### src/rtl/fifo_rd_arb_pkg.sv
// Shared state type and sizing/clamping helpers for the FIFO read-port arbiter.
package fifo_rd_arb_pkg;

  typedef enum logic {
    IDLE  = 1'b0,
    BURST = 1'b1
  } arb_state_e;

  function automatic int lw_of(input int maxburst);
    return $clog2(maxburst + 1);
  endfunction

  function automatic int ptr_w(input int nreq);
    return (nreq > 1) ? $clog2(nreq) : 1;
  endfunction

  // Zero-length requests still move one word so every grant makes progress.
  function automatic int clamp_len(input int len, input int maxburst);
    if (len == 0) return 1;
    if (len > maxburst) return maxburst;
    return len;
  endfunction

endpackage

### src/rtl/fifo_rr_pick.sv
// Combinational rotate-priority picker: first requester at or above i_rr_ptr (with wrap),
// or slot 0 unconditionally when i_prio_en is set and slot 0 is requesting.
module fifo_rr_pick
  import fifo_rd_arb_pkg::*;
#(
  parameter int NREQ = 4,
  parameter int PW   = ptr_w(NREQ)
) (
  input  logic [NREQ-1:0] i_req,
  input  logic [PW-1:0]   i_rr_ptr,
  input  logic            i_prio_en,
  output logic [NREQ-1:0] o_win_oh,
  output logic [PW-1:0]   o_win_idx,
  output logic            o_any
);

  logic [PW-1:0] w_idx;
  logic          w_found;

  always_comb begin
    w_idx     = '0;
    w_found   = 1'b0;
    o_win_idx = '0;
    if (i_prio_en && i_req[0]) begin
      w_found = 1'b1;
    end else begin
      for (int k = 0; k < NREQ; k++) begin
        w_idx = PW'((int'(i_rr_ptr) + k) % NREQ);
        if (!w_found && i_req[w_idx]) begin
          w_found   = 1'b1;
          o_win_idx = w_idx;
        end
      end
    end
    o_win_oh = w_found ? (NREQ'(1) << o_win_idx) : '0;
  end

  assign o_any = |i_req;

endmodule

### src/rtl/fifo_rd_arbiter.sv
// Shares one show-ahead async-FIFO read port among NREQ consumers, one burst per grant.
// Build option: define FIFO_RD_ARB_PRIO_EN to give consumer 0 fixed top priority.
module fifo_rd_arbiter
  import fifo_rd_arb_pkg::*;
#(
  parameter int  DSIZE    = 8,
  parameter int  NREQ     = 4,
  parameter int  MAXBURST = 16,
  localparam int LW       = lw_of(MAXBURST)
) (
  input  logic               rclk,
  input  logic               rrst_n,
  input  logic               rempty,
  input  logic [DSIZE-1:0]   rdata,
  output logic               rinc,
  input  logic [NREQ-1:0]    req,
  input  logic [NREQ*LW-1:0] req_len,
  output logic [NREQ-1:0]    gnt,
  output logic [DSIZE-1:0]   rd_data,
  output logic [NREQ-1:0]    rd_valid,
  output logic [NREQ-1:0]    burst_done
);

  // state | meaning
  // IDLE  | no owner; arbitrate among req on every cycle
  // BURST | owner latched; pop while req[owner] && !rempty until the count expires

  localparam int PW = ptr_w(NREQ);

`ifdef FIFO_RD_ARB_PRIO_EN
  localparam logic PRIO_EN = 1'b1;
`else
  localparam logic PRIO_EN = 1'b0;
`endif

  arb_state_e       r_state;
  logic [PW-1:0]    r_owner;
  logic [PW-1:0]    r_rr_ptr;
  logic [LW-1:0]    r_remaining;
  logic [NREQ-1:0]  r_gnt;
  logic [NREQ-1:0]  r_rd_valid;
  logic [NREQ-1:0]  r_burst_done;
  logic [DSIZE-1:0] r_rd_data;

  logic [NREQ-1:0]  w_win_oh;
  logic [PW-1:0]    w_win_idx;
  logic             w_any;
  logic [LW-1:0]    w_lens [NREQ];
  logic [NREQ-1:0]  w_owner_oh;
  logic [PW-1:0]    w_ptr_next;
  logic [PW-1:0]    w_ptr_close;
  logic             w_req_owner;

  for (genvar g = 0; g < NREQ; g++) begin : g_len
    assign w_lens[g] = req_len[g*LW +: LW];
  end

  fifo_rr_pick #(
    .NREQ (NREQ),
    .PW   (PW)
  ) u_pick (
    .i_req     (req),
    .i_rr_ptr  (r_rr_ptr),
    .i_prio_en (PRIO_EN),
    .o_win_oh  (w_win_oh),
    .o_win_idx (w_win_idx),
    .o_any     (w_any)
  );

  assign w_req_owner = req[r_owner];
  assign w_owner_oh  = NREQ'(1) << r_owner;
  assign w_ptr_next  = (r_owner == PW'(NREQ - 1)) ? '0 : r_owner + 1'b1;
  // With fixed priority, consumer 0 bursts leave the rotation of the others untouched.
  assign w_ptr_close = (PRIO_EN && (r_owner == '0)) ? r_rr_ptr : w_ptr_next;

  assign rinc = rrst_n && (r_state == BURST) && w_req_owner && !rempty;

  always_ff @(posedge rclk) begin
    if (!rrst_n) begin
      r_state      <= IDLE;
      r_owner      <= '0;
      r_rr_ptr     <= '0;
      r_remaining  <= '0;
      r_gnt        <= '0;
      r_rd_valid   <= '0;
      r_burst_done <= '0;
      r_rd_data    <= '0;
    end else begin
      r_rd_valid   <= '0;
      r_burst_done <= '0;
      case (r_state)
        IDLE: begin
          if (w_any) begin
            r_owner     <= w_win_idx;
            r_remaining <= LW'(clamp_len(int'(w_lens[w_win_idx]), MAXBURST));
            r_gnt       <= w_win_oh;
            r_state     <= BURST;
          end
        end
        BURST: begin
          if (!w_req_owner) begin
            r_burst_done <= w_owner_oh;
            r_gnt        <= '0;
            r_rr_ptr     <= w_ptr_close;
            r_state      <= IDLE;
          end else if (!rempty) begin
            r_rd_data   <= rdata;
            r_rd_valid  <= w_owner_oh;
            r_remaining <= r_remaining - 1'b1;
            if (r_remaining == LW'(1)) begin
              r_burst_done <= w_owner_oh;
              r_gnt        <= '0;
              r_rr_ptr     <= w_ptr_close;
              r_state      <= IDLE;
            end
          end
        end
        default: r_state <= IDLE;
      endcase
    end
  end

  assign gnt        = r_gnt;
  assign rd_data    = r_rd_data;
  assign rd_valid   = r_rd_valid;
  assign burst_done = r_burst_done;

endmodule

### config.mk
export PLATFORM = sky130hd
export DESIGN_NAME = fifo_rd_arbiter
export DESIGN_NICKNAME = d
export VERILOG_FILES = /design/src/rtl/fifo_rd_arb_pkg.sv /design/src/rtl/fifo_rr_pick.sv /design/src/rtl/fifo_rd_arbiter.sv
export SDC_FILE = /design/constraint.sdc
export NUM_CORES = 1
export LEC_CHECK = 0
export BUFFER_PORTS_ARGS = -buffer_cell sky130_fd_sc_hd__buf_2
export CORE_ASPECT_RATIO = 0.7
export CORE_MARGIN = 10
export CORE_UTILIZATION = 30
export CTS_BUF_LIST = sky130_fd_sc_hd__clkbuf_4
export DETAILED_ROUTE_END_ITERATION = 8
export GPL_TIMING_DRIVEN = 1
export PLACE_DENSITY = 0.59
export SLEW_MARGIN = 10
export SYNTH_ARGS = -nofsm -noshare
export SYNTH_HDL_FRONTEND = slang
export SYNTH_SLANG_ARGS = --single-unit
### constraint.sdc
create_clock -name rclk -period 2.08 [get_ports rclk]
set_input_delay 0.104 -clock rclk [delete_from_list [all_inputs] [get_ports rclk]]
set_output_delay 0.104 -clock rclk [all_outputs]
set_load 0.05 [all_outputs]
Yosys cells after proc, flatten, opt, wreduce, memory -nomap -nowiden. Index checks and enable logic that the tools add are counted. Widths: inputs -> output; s select.

Add/subtract/negate cells: 5. Order comparisons: 7. Equal/unequal tests: 9. Shifts and indexed selects: 2. Mux-type cells: 56. Bitwise logic cells: 5. Reductions and logical operators: 19.

Operators with widths (count): $mux 5 (8); $mux 4 (8); $mux 1 (23); $mux 2 (8); $lt 2x3->1 const B (5); $reduce_and 3->1 (4); $bmux 1 s2 (5); $bmux 5 s2 (1); $pmux 5 s2 (1); $pmux 4 s2 (1); $reduce_or 4->1 (2); $shl 1x2->4 const A (2); $logic_and 1x1->1 (6); $ne 2x1->1 const B (3); $eq 5x1->1 const B (1); $gt 5x5->1 const B (1); $logic_not 5->1 (1); $sub 5x1->5 const B (1); $add 2x1->2 const B (2); $add 2x2->2 const B (2); $logic_not 1->1 (4); $ne 2x2->1 const B (2); $not 1->1 (4); $reduce_and 2->1 (2); 6 further kinds (6).

Flip-flop bits (word level): 30. Input bits: 35. Output and inout bits: 21.

Longest topological paths before layout. Gate-level depths: netlist of the first run.

Word-level depth: 29. Mapped depth: 9. Depth with buffers taken out: 7.

Modules after synthesis. From an unflattened synthesis of the first run, not the netlist that was laid out.

Cells, all modules: 190. Area, all modules: 1639.1 um2.

By module, submodules not included: fifo_rd_arbiter (instances 1, cells an instance 148, area an instance 1371.3 um2, sequential area each 600.6 um2); fifo_rr_pick (instances 1, cells an instance 42, area an instance 267.8 um2, sequential area each 0.0 um2).

Least setup slack after synthesis of the first run. OpenSTA, ideal clock, no wires.

Path type: register to register. From: reg r_rr_ptr[1]. To: reg r_remaining[0]. Data arrival time: 1822 ps. Data required time: 1964 ps. Path slack: 141 ps. Cell stages (with the launch flop): 10. Clock period less this slack: 1939 ps. Cell sequence: dfxtp_1 > buf_6 > mux2i_1 > nor2_1 > nor3_4 > buf_6 > mux2i_1 > mux2_2 > and4b_1 > o211a_1.

Word-level cells in the longest chain between the ends: 26. Elaborated cells on any way between the ends: 45. Classes of those cells: add/sub (3); order compare (1); mux (33); bitwise (1); reduce/logical (7).

Ends and longest elaborated chain: from (decl) (RTL line fifo_rd_arbiter.sv:38) `logic [PW-1:0] r_rr_ptr;`; from (signal assigned) (RTL line fifo_rd_arbiter.sv:104) `r_rr_ptr <= w_ptr_close;`; from (signal assigned) (RTL line fifo_rd_arbiter.sv:113) `r_rr_ptr <= w_ptr_close;`; branches (longest 11 deep; another with $add 2x1->2); $mux 2 (*) (RTL line fifo_rr_pick.sv:29) `if (!w_found && i_req[w_idx]) begin`; $not 2->3 (implied by the code) (*) (RTL line fifo_rd_arbiter.sv:95) `r_remaining <= LW'(clamp_len(int'(w_lens[w_win_idx]), MAXBURST));`; $bmux 5 s2 (*) (RTL line fifo_rd_arbiter.sv:95); $mux 5 (implied by the code) (*) (2 in a row) (RTL line fifo_rd_arbiter.sv:95); $gt 5x5->1 (RTL line fifo_rd_arb_pkg.sv:20) `if (len > maxburst) return maxburst;`; $mux 1 (2 in a row) (RTL line fifo_rd_arb_pkg.sv:20); $mux 1 (RTL line fifo_rd_arbiter.sv:93) `if (w_any) begin`; $mux 1 (RTL line fifo_rd_arbiter.sv:91) `case (r_state)`; $mux 1 (RTL line fifo_rd_arbiter.sv:79) `if (!rrst_n) begin`; $mux 5 (RTL line fifo_rd_arb_pkg.sv:21) `return len;`; $mux 5 (*) (RTL line fifo_rd_arb_pkg.sv:20); $mux 5 (*) (RTL line fifo_rd_arbiter.sv:93); $pmux 5 s2 (*) (RTL line fifo_rd_arbiter.sv:91); to (signal assigned) (RTL line fifo_rd_arbiter.sv:95); to (signal assigned) (RTL line fifo_rd_arbiter.sv:109) `r_remaining <= r_remaining - 1'b1;`; to (decl) (RTL line fifo_rd_arbiter.sv:39) `logic [LW-1:0] r_remaining;`.

Mark *: on every way between the ends. The select of a mux whose other input is x is not followed. A chain may end at the register's enable or synchronous reset.

Worst setup path after layout of the first run. Same ends and word-level chain as after synthesis.

==> results of run 1 <==
[registers in the layout (all words and copies together) (netlist names)]
register,count
r_state,1
burst_done,4
r_remaining,5
r_rr_ptr,2
rd_valid,4
r_owner,2
gnt,4
rd_data,8
[power groups by stage]
stage	clock [mW]	sequential, mW	combinational (mW)
after floorplan	0	0.697	0.249
after global placement	0	0.652	0.408
after detailed placement	0	0.652	0.410
after CTS	0.340	0.639	0.417
after global routing	0.375	0.645	0.456
final	0.325	0.640	0.412
[area by class of cell]
type                    count  area [sq um]
clock buffers               5          37.5
well taps                  72          90.1
multi-input cells         130           958
fillers                   547          3180
clock inverters             3          11.3
repair buffers             64           355
flip-flops and latches     30           601
inverters                   6          22.5
[repair_timing]
item / in CTS / in global routing
cloned: 0 / 0
pin swaps: 1 / 1
setup endpoints to repair: 1 / 1
setup buffers: 2 / 0
[critical path: stages, from the launching register on]
cell	delay (ns)
dfxtp_1	0.41
mux2i_1	0.20
nor2_1	0.08
nor3_4	0.22
buf_12	0.17
mux2i_1	0.09
mux2_2	0.28
and4b_1	0.20
o211a_1	0.21
[per-stage QoR]
stage          power, mW  instances  hold WS [ns]  instance area [sq um]  setup slack (ns)
3_3_place_gp        1.06        300         0.360                   2010             0.153
5_1_grt             1.48        310       0.00919                   2080            0.0185
4_1_cts             1.40        310        0.0187                   2080            0.0860
3_5_place_dp        1.06        300         0.369                   2010             0.100
6_report            1.38        310        0.0302                   2080             0.108
2_1_floorplan      0.946        173         0.257                   1640             0.141
[routing by layer]
| metal | global-route usage [%] | wire length, microns |
|---|---|---|
| met4 | 2.36 | 28 |
| met5 | 0 | 0 |
| met1 | 11.7 | 2040 |
| met2 | 12.6 | 1650 |
| met3 | 5.00 | 387 |
[final timing paths]
| path | start | endpoint | slack (ns) | cells after the start |
|---|---|---|---|---|
| setup / recovery | r_rr_ptr[1] | r_remaining[0] | 0.11 | 8 |
| hold / removal | rdata[1] | rd_data[1] | 0.03 | 3 |
| setup reg to reg | r_rr_ptr[1] | r_remaining[0] | 0.11 | 8 |
| hold reg to reg | gnt[2] | gnt[2] | 0.49 | 2 |
[layout by cell type, fill, tap and decap left out, types with 2 or more instances in the layout]
master	synthesis	routed
and2b_2	2	2
nor2_1	9	9
clkbuf_4	0	5
nor2_4	2	2
nand3_1	4	4
and3_1	8	8
nor2b_1	13	13
a21boi_0	6	6
clkinv_1	0	3
o211ai_1	3	3
a21oi_1	14	14
o21a_1	2	2
mux2i_1	18	18
mux2_2	4	4
nand2_1	13	13
nor3_1	5	5
inv_1	6	6
buf_4	1	8
dfxtp_1	30	30
ha_1	6	6
buf_2	0	55
[cell families (layout without fill, tap and decap cells)]
| logic type | after synthesis | after routing | synth area share [%] |
|---|---|---|---|
| adders and majority gates | 6 | 6 | 4.59 |
| AOI/OAI and AO/OA | 34 | 34 | 14.4 |
| buffers and inverters | 13 | 78 | 4.74 |
| and+or+nand+nor | 67 | 67 | 24.4 |
| muxes | 23 | 23 | 15.1 |
| DFF | 30 | 30 | 36.7 |
==> results.md, run 1 <==
- Status: complete, no violations
- Max_slew headroom: 79.2%
- Core area: 5260 sq um
- Crit path time final: 1.97 ns
- Number of CTS-inserted buffers: 5
- Final Wtd Congestion: 0.776
- Unrepaired setup endpoints after global routing: no
- Total gr overflow: 0
- Avg WL per Cell: 13.3 microns
- Sw frac: 33.9%
- Setup Skew: 0.00712 ns
- Share of post-route cells with drive strength above 1: 35.3%
- Top-count cell post-synth: dfxtp_1
- Total GRT Usage: 9.03%
- NetSw: 466 uW
- Hold Vio Cnt, Final: 0
- Final setup viols: 0
- Yosys warns: 0
- Lkg Pwr: 0.952 nW
- Startpoint Class: flip-flop
- Input/output buffers: 55
- CP Max Fanout: 13
- Synthesis-stage register bit count: 30
- I/O pin total: 56
- Starting DRT DRC Count: 47
- Initial Utilization: 31.1%
- Achievable Freq: 0.507 GHz
- Synth Cell Area: 1640 sq um
- Die Ht: 81.8 microns
- Top_reg_cell synth: dfxtp_1
- Tightest Hold Check Type: input pin to flip-flop
- Initial antenna violation count: 0
- First-pass GRT wire length: 6.47 mm
- Sequential share of the synthesized area: 36.7%
- Die area: 8860 sq um
- Via count: 1,436
- WS Path Type: flip-flop to flip-flop
- Clock share of power: 23.6%
- Die W: 108 microns
- Clock Tree Buf Depth: 2
- Library cells used by synthesis: 42
- CTS HTree Levels: 2
- Worst-path clk slew: 0.10 ns
- Pin count of the biggest net entering global routing: 24
- Endpoint class of the critical path: flip-flop
- Synth cell count leaders: dfxtp_1, mux2i_1, a21oi_1
- Drt total wl: 4.11 mm
- Ant. Diodes: 0
- Post-CTS sizing: 0
- Top post-synthesis cells by area: dfxtp_1, mux2i_1, nor2b_1, ha_1, a21oi_1
- Worst EP arrival: 2.19 ns
- Setup TNS Final: 0 ns
- Power Internal: 911 uW
- Slew @ Worst Pin: 0.310 ns
- Synthesis-to-layout area growth: 26.8%
- Data required, critical path: 2.30 ns
- Synth async-reset ratio: 0%
- Clock Sinks: 30
- Sequential Power Share: 46.5%
- Cell Pwr Density: 663 nW/um^2
- DP Wirelength: 3.23 mm
- Final Util: 39.5%
- Post-Synthesis Cells: 173
- Synthesized net count: 214
- Worst skew pair latency: 0.32 ns
- Row cnt: 22
- Maximum capacitance violations: 0
- Post-CTS Hold Buffers: 0
- Combinational share of power: 29.9%
- Vias per cell: 4.63
- Post-synth top area cell: dfxtp_1
- Drt pass-1 iters: 4
- Slew Viols, Final: 0
- Post-route ant nets: 0
- Root buf cell: clkbuf_4
- Post-synth top area share: 36.7%
- Syn Area/Cell: 9.46 sq um
- EDFF count, synth: 0
- Final worst-path cycle share: 94.8%
- # DRC: 0
- CTS tree: built
- Max IR drop VDD: 0.176 mV
- # nets final: 278
- Vias in the first global route: 1,350
(Power assumes the default switching activity.)
==> inputs of run 2 (changes only) <==
==> constraint.sdc (replaced) <==
create_clock -name rclk -period 2.08 [get_ports rclk]
set_input_delay 0.104 -clock rclk [delete_from_list [all_inputs] [get_ports rclk]]
set_output_delay 0.104 -clock rclk [all_outputs]
set_load 0.01 [all_outputs]
==> run 2 against run 1 <==
  * Sequential power is essentially flat
  * Combinational power shrank 7.5%
  * First-iteration DRC count shrank 2.1%
  * Critical path type unchanged
  * Critical path depth is the same
  * Worst hold slack lost 0.014 ns
==> results.md, run 2 (same netlist as run 1, synthesis figures left out) <==
- Tightest Hold Check Type: input pin to flip-flop
- # nets final: 285 (+2.5%)
- R2r endpoint: r_remaining[0]
- Drt pass-1 iters: 4 (unchanged)
- Clock Tree Buf Depth: 2 (unchanged)
- Ant. Diodes: 0 (unchanged)
- Vias per cell: 4.56 (-1.5%)
- CTS HTree Levels: 2 (unchanged)
- Most frequent cells in the layout: buf_2, dfxtp_1, mux2i_1, a21oi_1
- Final worst-path cycle share: 92.2% (-2.6 points)
- Worst EP arrival: 2.16 ns (-0.03 ns)
- Status: complete, no violations
- Max reg flops: 8 (unchanged)
- Total GRT Usage: 9.63% (+0.61 points)
- Startpoint Class: flip-flop
- Drt total wl: 4.25 mm (+3.4%)
- Row cnt: 22 (unchanged)
- Setup TNS Final: 0 ns (unchanged)
- Slew @ Worst Pin: 0.486 ns (+0.177 ns)
- Crit. Startpoint: r_rr_ptr[1]
- Final Wtd Congestion: 0.768 (-1.0%)
- Achievable Freq: 0.522 GHz (+2.9%)
- Global-route track usage on met1: 12.0% (+0.24 points)
- Met3 Usage GRT: 6.25% (+1.3 points)
- Max_slew headroom: 67.6% (-12 points)
- Max IR drop VDD: 0.258 mV (+47%)
- Cell Count, Final, Fillers Out: 317 (+2.3%)
- R2r setup slk: 0.16 ns (+0.05 ns)
- Hold Vio Cnt, Final: 0 (unchanged)
- Hold Path Origin: rdata[2]
- Initial Utilization: 31.1% (unchanged)
- Dpl cells: 299 (-0.33%)
- WS Path Type: flip-flop to flip-flop
- Slew Viols, Final: 0 (unchanged)
- Maximum capacitance violations: 0 (unchanged)
- Post-route ant nets: 0 (unchanged)
- Core area: 5260 sq um (unchanged)
- Unrepaired setup endpoints after global routing: no
- CTS tree: built
- Share of post-route cells with drive strength above 1: 38.0% (+2.7 points)
- Die area: 8860 sq um (unchanged)
- I/O pin total: 56 (unchanged)
- Lkg Pwr: 1.01 nW (+5.6%)
- Data required, critical path: 2.32 ns (+0.02 ns)
- Critical R2R Launch: r_rr_ptr[1]
- Synthesis-to-layout area growth: 32.2%
- Commonest non-fill, non-tap cell in the layout: buf_2
- # DRC: 0 (unchanged)
- Cell Pwr Density: 690 nW/um^2 (+4.1%)
- CP Max Fanout: 13 (unchanged)
- Final Util: 41.1% (+1.7 points)
- Clock Sinks: 30 (unchanged)
- Overall Power: 1.49 mW (+8.5%)
- Avg WL per Cell: 13.4 microns (+1.1%)
- Initial antenna violation count: 0 (unchanged)
- Hold path cells: 3 (unchanged)
- Root buf cell: clkbuf_4
- Via count: 1,447 (+0.77%)
- Worst r2r path cells: 8 (unchanged)
- Setup Skew: 0.00550 ns (-0.00162 ns)
- Final setup viols: 0 (unchanged)
- Pin count of the biggest net entering global routing: 32 (+33%)
- Crit path time final: 1.92 ns (-0.0549 ns)
- First-pass GRT wire length: 6.73 mm (+4.2%)
- DP Wirelength: 3.19 mm (-1.2%)
- Input/output buffers: 55 (unchanged)
- Die W: 108 microns (unchanged)
- Hold worst-path end: rd_data[2]
- Die Ht: 81.8 microns (unchanged)
- Total gr overflow: 0 (unchanged)
- Worst skew pair latency: 0.34 ns (+0.02 ns)
- GRT met2 Usage: 13.2% (+0.66 points)
- Worst-path clk slew: 0.10 ns (about the same)
- Starting DRT DRC Count: 46 (-2.1%)
- WHS: 0.0158 ns (-0.0144 ns)
- Vias in the first global route: 1,383 (+2.4%)
- Most Crowded Layer GR: met2
- Number of CTS-inserted buffers: 5 (unchanged)
- Endpoint class of the critical path: flip-flop
run 2: stage by stage:
step	setup WS, ns	instance area [sq um]
after detailed placement	0.0903	2000
after CTS	0.0449	2080
after floorplan	0.141	1640
after global routing	0.0387	2160
final	0.163	2160
after global placement	0.150	2000
run 2: report_power, final:
| group | switching, mW | total (mW) | internal (mW) |
|---|---|---|---|
| combinational | 0.193 | 0.381 | 0.188 |
| sequential | 0.0281 | 0.639 | 0.611 |
| clock | 0.224 | 0.473 | 0.249 |
run 2: per-layer routing:
layer  up-vias  part of all wire (%)
met5         -                     0
met4         0                   1.2
met3         7                    11
met2        53                    40
met1       632                    48
li1        755                     -
run 2: worst max-delay path by stage:
stage / to / depth (start not counted) / slack, ns
2_1_floorplan: r_remaining[0] / 9 / 0.14
3_3_place_gp: r_remaining[0] / 8 / 0.15
3_5_place_dp: r_remaining[0] / 8 / 0.09
4_1_cts: rinc / 5 / 0.04
5_1_grt: r_remaining[0] / 7 / 0.04
6_report: r_remaining[0] / 8 / 0.16
run 2: timing repair:
item | in CTS | in global routing
endpoints found under the hold margin | 0 | 2
endpoints found under the setup margin | 0 | 3
gates resized for setup | 0 | 1
setup buffers | 0 | 8
hold buffers | 0 | 2
run 2: layout make-up:
| class | instances | area [sq um] |
|---|---|---|
| Tap cell | 72 | 90.1 |
| Inverter | 6 | 22.5 |
| Clock buffer | 5 | 37.5 |
| Timing Repair Buffer | 71 | 413 |
| Multi-Input combinational cell | 130 | 958 |
| Fill cell | 558 | 3090 |
| Sequential cell | 30 | 602 |
| Clock inverter | 3 | 40.0 |
run 2: critical path: stages, from the launching register on:
cell and delay [ns]:
dfxtp_2 0.38, mux2i_1 0.18, nor2_1 0.08, nor3_4 0.22, buf_12 0.17, mux2i_1 0.09, o2bb2ai_2 0.25, and4b_1 0.23
o211a_1 0.21
==> inputs of run 3 (changes only) <==
- PLACE_DENSITY: 0.59 -> 0.57
- clock period: 2.08 -> 2.4 ns (I/O delays scaled with it)
==> run 3 against run 2 <==
  * Sequential cell count is the same
  * Clock skew increased by 0.0013 ns
  * Clock power fell by 37%
  * Largest cell class unchanged
  * Core utilization shrank 2.2 points
==> results.md, run 3 (same netlist as run 1, synthesis figures left out) <==
- Starting DRT DRC Count: 68 (+48%)
- Clock share of power: 25.5% (-6.2 points)
- CTS tree: built
- Die area: 8860 sq um (unchanged)
- Setup Skew: 0.00681 ns (+0.00132 ns)
- Max IR drop VDD: 0.262 mV (+1.6%)
- Drt pass-1 iters: 4 (unchanged)
- Worst skew pair latency: 0.33 ns (about the same)
- I/O pin total: 56 (unchanged)
- Commonest non-fill, non-tap cell in the layout: buf_2
- Total gr overflow: 0 (unchanged)
- Setup TNS Final: 0 ns (unchanged)
- Initial antenna violation count: 0 (unchanged)
- Hold Path Origin: rdata[6]
- CP Max Fanout: 10 (-3)
- Sequential Power Share: 47.8% (+5.0 points)
- Worst-path clk slew: 0.10 ns (about the same)
- Max reg flops: 8 (unchanged)
- Worst EP arrival: 2.35 ns (+0.19 ns)
- Unrepaired setup endpoints after global routing: no
- Pin count of the biggest net entering global routing: 32 (unchanged)
- Tightest Hold Check Type: input pin to flip-flop
- Achievable Freq: 0.472 GHz (-9.6%)
- Number of CTS-inserted buffers: 5 (unchanged)
- Avg WL per Cell: 13.5 microns (+0.49%)
- Row cnt: 22 (unchanged)
- Lkg Pwr: 0.934 nW (-7.1%)
- # nets final: 275 (-3.5%)
- Maximum capacitance violations: 0 (unchanged)
- Vias per cell: 4.58 (+0.40%)
- Synthesis-to-layout area growth: 25.0%
- WS Path Type: flip-flop to flip-flop
- Vias in the first global route: 1,407 (+1.7%)
- Clock Sinks: 30 (unchanged)
- Die W: 108 microns (unchanged)
- Sw frac: 32.3% (+2.5 points)
- Data required, critical path: 2.63 ns (+0.31 ns)
- Slew @ Worst Pin: 0.590 ns (+0.104 ns)
- Final Wtd Congestion: 0.746 (-2.9%)
- Crit path time final: 2.12 ns (+0.203 ns)
- Cell Pwr Density: 568 nW/um^2 (-18%)
- Clock Tree Buf Depth: 2 (unchanged)
- Max_slew headroom: 60.5% (-7.0 points)
- Setup Buffers After CTS: 0 (unchanged)
- Most frequent cells in the layout: buf_2, dfxtp_1, mux2i_1, a21oi_1
- Via count: 1,407 (-2.8%)
- Root buf cell: clkbuf_4
- Crit. Startpoint: r_rr_ptr[1]
- Hold Vio Cnt, Final: 0 (unchanged)
- Drt total wl: 4.13 mm (-2.7%)
- Initial Utilization: 31.1% (unchanged)
- Slew Viols, Final: 0 (unchanged)
- Critical R2R Launch: r_rr_ptr[1]
- DP Wirelength: 3.16 mm (-0.93%)
- Input/output buffers: 55 (unchanged)
- First-pass GRT wire length: 6.73 mm (unchanged)
- # DRC: 0 (unchanged)
- Combinational share of power: 26.7% (+1.2 points)
- Final setup viols: 0 (unchanged)
- Status: complete, no violations
- Post-route ant nets: 0 (unchanged)
- Post-CTS sizing: 0 (unchanged)
- Final Util: 38.9% (-2.2 points)
- Startpoint Class: flip-flop
- Final worst-path cycle share: 88.3% (-3.8 points)
- Endpoint class of the critical path: flip-flop
- Core area: 5260 sq um (unchanged)
- Ant. Diodes: 0 (unchanged)
- CTS HTree Levels: 2 (unchanged)
- Die Ht: 81.8 microns (unchanged)
- Power Internal: 787 uW (-25%)
- Total GRT Usage: 9.37% (-0.26 points)
- Share of post-route cells with drive strength above 1: 35.3% (-2.6 points)
- NetSw: 376 uW (-16%)
- Post-CTS Hold Buffers: 0 (unchanged)
[run 3: final cells by class]
cell class | count | area, sq um
Inverter | 6 | 22.5
Timing Repair Buffer | 61 | 320
Multi-Input combinational cell | 130 | 958
Tap cell | 72 | 90.1
Clock inverter | 3 | 16.3
Clock buffer | 5 | 37.5
Fill cell | 535 | 3210
Sequential cell | 30 | 601
[run 3: per-stage QoR]
stage               instances  hold slack [ns]  total power [mW]  cell area (sq um)  setup WS, ns
floorplan                 173            0.273             0.782               1640         0.461
global placement          299            0.378             0.875               1990         0.350
detailed placement        299            0.385             0.878               1990         0.281
CTS                       307           0.0244              1.18               2050         0.253
global route              307           0.0188              1.25               2050         0.134
finish                    307           0.0409              1.16               2050         0.280
[run 3: metal layers]
metal / routed length (microns) / global-route usage [%]
met2: 1660 / 13.6
met5: 0 / 0
met4: 34 / 3.02
met3: 470 / 4.77
met1: 1970 / 11.8
[run 3: worst max-delay path, cell delays in order (launching register included)]
cell       delay, ns
dfxtp_1         0.36
mux2i_1         0.18
nor2_1          0.08
nor3_4          0.49
mux2i_1         0.17
o2bb2ai_2       0.28
and4b_1         0.24
o211a_1         0.22
[run 3: worst paths after layout]
path,to,cells past startpoint,slack (ns)
worst min-delay path,rd_data[6],3,0.04
worst max-delay path,r_remaining[0],7,0.28
worst min register to register,gnt[2],2,0.49
worst max register to register,r_remaining[0],7,0.28
[run 3: power groups by stage]
| stage | registers, mW | clock network [mW] | logic [mW] |
|---|---|---|---|
| after CTS | 0.556 | 0.313 | 0.314 |
| after global placement | 0.567 | 0 | 0.308 |
| after global routing | 0.561 | 0.340 | 0.347 |
| final | 0.556 | 0.297 | 0.310 |
| after detailed placement | 0.567 | 0 | 0.311 |
| after floorplan | 0.568 | 0 | 0.214 |
